$ cat src/rtl/clk_period_meter.sv
// Measures the period and high time of an asynchronous divided clock in cycles of clk.
// A result is published, with a one-cycle valid_o pulse, on every rising edge after the first.
module clk_period_meter #(
  parameter int CNT_WIDTH   = 8,
  parameter int SYNC_STAGES = 2
) (
  input  logic                 clk,
  input  logic                 rst,
  input  logic                 meas_en,
  input  logic                 sig_in,
  output logic [CNT_WIDTH-1:0] period_o,
  output logic [CNT_WIDTH-1:0] high_o,
  output logic                 valid_o,
  output logic                 timeout_o
);

  localparam logic [CNT_WIDTH-1:0] CNT_MAX = '1;
  localparam logic [CNT_WIDTH-1:0] CNT_ONE = CNT_WIDTH'(1);

  typedef enum logic [1:0] {
    IDLE,
    ARM,
    MEAS
  } state_t;

  state_t                 state;
  logic [SYNC_STAGES-1:0] sync_q;
  logic                   sig_d;
  logic                   sig_s;
  logic                   rise;
  logic                   fall;
  logic [CNT_WIDTH-1:0]   cnt;
  logic [CNT_WIDTH-1:0]   hcnt;
  logic [CNT_WIDTH-1:0]   hlat;

  // NOTE: sequential state uses non-blocking assignments so every flop samples
  // the pre-edge value of its neighbours, which is what makes the chain a shift register.
  always_ff @(posedge clk or posedge rst) begin
    if (rst) begin
      sync_q <= '0;
      sig_d  <= 1'b0;
    end else begin
      sync_q <= {sync_q[SYNC_STAGES-2:0], sig_in};
      sig_d  <= sync_q[SYNC_STAGES-1];
    end
  end

  assign sig_s = sync_q[SYNC_STAGES-1];
  assign rise  = sig_s & ~sig_d;
  assign fall  = ~sig_s & sig_d;

  always_ff @(posedge clk or posedge rst) begin
    if (rst) begin
      state     <= IDLE;
      cnt       <= '0;
      hcnt      <= '0;
      hlat      <= '0;
      period_o  <= '0;
      high_o    <= '0;
      valid_o   <= 1'b0;
      timeout_o <= 1'b0;
    end else begin
      valid_o   <= 1'b0;
      timeout_o <= 1'b0;
      if (!meas_en) begin
        state <= IDLE;
        cnt   <= '0;
        hcnt  <= '0;
        hlat  <= '0;
      end else begin
        case (state)
          IDLE: state <= ARM;

          // The first rise only opens the measurement window.
          ARM: begin
            if (rise) begin
              state <= MEAS;
              cnt   <= CNT_ONE;
              hcnt  <= CNT_ONE;
            end
          end

          MEAS: begin
            // A rise on the saturation cycle still publishes the full-scale period.
            if (rise) begin
              period_o <= cnt;
              high_o   <= hlat;
              valid_o  <= 1'b1;
              cnt      <= CNT_ONE;
              hcnt     <= CNT_ONE;
            end else begin
              if (cnt == CNT_MAX) begin
                state     <= ARM;
                timeout_o <= 1'b1;
              end else begin
                cnt <= cnt + CNT_ONE;
              end
              if (sig_s && hcnt != CNT_MAX) begin
                hcnt <= hcnt + CNT_ONE;
              end
              if (fall) begin
                hlat <= hcnt;
              end
            end
          end

          default: state <= IDLE;
        endcase
      end
    end
  end

endmodule

$ cat config.mk
export PLATFORM = sky130hd
export DESIGN_NAME = clk_period_meter
export DESIGN_NICKNAME = d
export VERILOG_FILES = /design/src/rtl/clk_period_meter.sv
export SDC_FILE = /design/constraint.sdc
export NUM_CORES = 1
export LEC_CHECK = 0
export ABC_AREA = 0
export BUFFER_PORTS_ARGS = -buffer_cell sky130_fd_sc_hd__buf_4
export CORE_ASPECT_RATIO = 1.2
export CORE_UTILIZATION = 24
export CTS_CLUSTER_DIAMETER = 100
export CTS_CLUSTER_SIZE = 16
export DETAILED_ROUTE_END_ITERATION = 8
export GPL_TIMING_DRIVEN = 0
export HOLD_SLACK_MARGIN = 0.05
export SLEW_MARGIN = 20
export SYNTH_ARGS = -nofsm -noshare
export SYNTH_HDL_FRONTEND = slang
export SYNTH_SLANG_ARGS = --single-unit
$ cat constraint.sdc
create_clock -name clk -period 2.3 [get_ports clk]
set_input_delay 0.23 -clock clk [delete_from_list [all_inputs] [get_ports clk]]
set_output_delay 0.23 -clock clk [all_outputs]
set_load 0.05 [all_outputs]
==> results.sh <==
export IMPL_cts_root_buf="clkbuf_8"
export IMPL_r2r_cells=4
export IMPL_nets=217
export IMPL_syn_area_per_cell_sq_um=12.1
export IMPL_drc=0
export IMPL_status="complete, no violations"
export IMPL_p_per_area_nw_per_um2=555
export IMPL_drive_gt1_share_pct=28.3
export IMPL_cp_max_fo=10
export IMPL_max_clock_freq_mhz=548
export IMPL_holdWs_ps=354
export IMPL_regArea_sq_um=1180
export IMPL_maxSlewViolCount=0
export IMPL_mostFrequentLayoutCell="dfrtp_1"
export IMPL_dp_slack_ps=481
export IMPL_drt_initial_drc_count=93
export IMPL_synth_edff_count=0
export IMPL_clk_path_buf_depth=2
export IMPL_fin_util_pct=30.0
export IMPL_grt_max_degree=25
export IMPL_nFillCells=900
export IMPL_postRouteAntennaNets=0
export IMPL_reg2reg_from="state[0]$_DFFE_PP0P_"
export IMPL_tritoncts="built"
export IMPL_ys_flop_type="dfrtp_1"
export IMPL_rsz0062_at_grt="no"
export IMPL_start_kind="flop"
export IMPL_cpMaxStageDelayCell="nor2_2"
export IMPL_grt_overflow_total=0
export IMPL_hold_depth=0
export IMPL_timing_final_crit_share_pct=79.4
export IMPL_syn_inst=180
export IMPL_worstMarginPinSlew_ps=537
export IMPL_required_ps=2480
export IMPL_dieArea_sq_um=9430
export IMPL_globalplace_congestion=0.820
export IMPL_maxSlewHeadroom_pct=63.3
export IMPL_syn_nets=186
export IMPL_rrSetupSlack_ps=470
export IMPL_layout_common_cells="dfrtp_1 (47), buf_4 (21), mux2_2 (18), nand3_1 (9), mux2i_1 (9)"
export IMPL_synth_cell_types=47
export IMPL_clk_latency_ps=300
export IMPL_fp_dieH_um=106
export IMPL_cts_sinks=47
export IMPL_drt_wirelength_per_cell_um=12.7
export IMPL_ir_drop_v=0.000210
export IMPL_io_pins=22
export IMPL_cts_max_level=2
export IMPL_syn_area_sq_um=2170
export IMPL_fin_crit_ps=1830
export IMPL_hold_path_class="reg2reg"
export IMPL_antenna_cells=0
export IMPL_viasPerCell=4.52
export IMPL_dpl_hpwl_mm=3.05
export IMPL_hold_end="sync_q[1]$_DFF_PP0_"
export IMPL_power_share_combinational_pct=7.3
export IMPL_worstPathArrival_ps=2010
export IMPL_cpPeakStageDelay_ps=460
export IMPL_area_growth_pct=19.7
export IMPL_cts_setup_buffers=0
export IMPL_seq_area_frac_synth_pct=54.2
export IMPL_p_sw_share_pct=24.4
export IMPL_intPower_w=0.00109
export IMPL_track_usage_pct=10.1
export IMPL_rr_endpoint="high_o[7]$_DFFE_PP0N_"
export IMPL_ys_warn_count=0
export IMPL_power_switching_w=0.000351
export IMPL_async_flop_share_pct=100
export IMPL_path_class="reg2reg"
export IMPL_skew_ps=7.51
export IMPL_multiInputGateArea_sq_um=947
export IMPL_endpoint_kind="flop"
export IMPL_hp_start="sync_q[0]$_DFF_PP0_"
export IMPL_worst_slack_ps=475
export IMPL_start_util_pct=25.1
export IMPL_setup_tns_final_ps=0
export IMPL_grt_pass1_vias=1505
export IMPL_fp_dieW_um=88.8
export IMPL_port_buffers=21
export IMPL_finalWirelength_mm=4.19
export IMPL_antenna_found_initial=0
export IMPL_rows=37
export IMPL_clkPwrFrac_pct=33.4
export IMPL_pwr_share_seq_pct=59.3
export IMPL_cp_cell_sequence="nand3b_1, nor2_2, buf_6, mux2_2"
export IMPL_coreArea_sq_um=8660
export IMPL_p_leak_nw=1.19
export IMPL_setup_viol=0
export IMPL_ys_seq_elements=47
export IMPL_firstDrtPassIters=4
export IMPL_cap_violations=0
export IMPL_cts_made_buffers=5
export IMPL_hold_viol=0
export IMPL_cts_resized_gates=0
export IMPL_clk_pin_slew_ps=90
export IMPL_dr_total_vias=1486
export IMPL_grt_pass1_wl_mm=7.38
metrics by stage:
stage / cells / instance area, sq um / power (W)
floorplan: 180 / 2170 / 0.000941
global placement: 318 / 2470 / 0.000971
detailed placement: 319 / 2490 / 0.000977
CTS: 329 / 2600 / 0.00147
global route: 329 / 2600 / 0.00152
finish: 329 / 2600 / 0.00144
cells in the mapped netlist, types with 4 or more instances:
| cell type | n | area share, % |
|---|---|---|
| nand3_1 | 9 | 2.1 |
| nor2_1 | 5 | 0.87 |
| nand2_1 | 7 | 1.2 |
| and3_1 | 4 | 1.2 |
| nor2b_1 | 8 | 2.3 |
| mux2i_1 | 9 | 4.2 |
| nand4_1 | 4 | 1.2 |
| o21ai_0 | 5 | 1.2 |
| dfrtp_1 | 47 | 54 |
| buf_2 | 4 | 0.92 |
| mux2_2 | 18 | 9.3 |
| a21oi_1 | 8 | 1.8 |
cell type report:
type	count	area share, %
Sequential cell	47	45.3
Multi-Input combinational cell	124	36.5
Timing Repair Buffer	24	7.61
Tap cell	117	5.64
Clock buffer	5	2.65
Buffer	6	1.35
Clock inverter	3	0.578
Inverter	3	0.434
state kept, by name, indices dropped and copies added (netlist names):
signal,cells
sig_d,1
period_o,8
state,2
high_o,8
sync_q,2
cnt,8
hlat,8
hcnt,8
timeout_o,1
valid_o,1
power by group through the flow:
| stage | clock (W) | sequential [W] | combinational [W] |
|---|---|---|---|
| 2_1_floorplan | 0 | 0.000882 | 0.0000586 |
| 4_1_cts | 0.000504 | 0.000854 | 0.000109 |
| 3_5_place_dp | 0 | 0.000871 | 0.000106 |
| 5_1_grt | 0.000541 | 0.000857 | 0.000118 |
| 3_3_place_gp | 0 | 0.000870 | 0.000101 |
| 6_report | 0.000481 | 0.000854 | 0.000106 |
cells by family (layout without fill, tap and decap cells):
family / count (synthesis) / count (layout) / share of synthesized area [%]
flops: 47 / 47 / 54.2
compound gates: 35 / 35 / 11.3
mux: 28 / 28 / 14.2
fa+ha+maj: 2 / 2 / 1.15
simple gates: 57 / 57 / 16.2
buf+inv: 9 / 41 / 2.13
xor+xnor: 2 / 2 / 0.808
critical path, delay by kind of cell, from the launching register on:
family / cells / cell delay (ps)
flip-flops: 1 / 440
multiplexers: 1 / 340
AND/OR/NAND/NOR: 2 / 700
buffers and inverters: 1 / 230
repair_timing:
item	CTS	global route
hold endpoints to repair	24	0
hold buffers	2	0
setup endpoints to repair	0	0
routing by layer:
metal  share of wire (%)  vias to the layer above  GRT usage, %
li1                    -                      728             -
met5                   0                        -             0
met1                  48                      725          12.9
met4                 1.2                        0          3.00
met2                  48                       27          16.5
met3                 3.0                        6          2.56
worst max path at each step:
stage                               startpoint                    end  slack [ps]
after floorplan             cnt[0]$_DFFE_PP0P_     cnt[0]$_DFFE_PP0P_         710
after global placement                     rst  high_o[0]$_DFFE_PP0N_         290
after detailed placement  state[0]$_DFFE_PP0P_  high_o[7]$_DFFE_PP0N_         480
after CTS                 state[0]$_DFFE_PP0P_  high_o[7]$_DFFE_PP0N_         460
after global routing       hcnt[0]$_DFFE_PP0P_    hcnt[7]$_DFFE_PP0P_         290
final                     state[0]$_DFFE_PP0P_  high_o[7]$_DFFE_PP0N_         470
(Power assumes the default switching activity.)
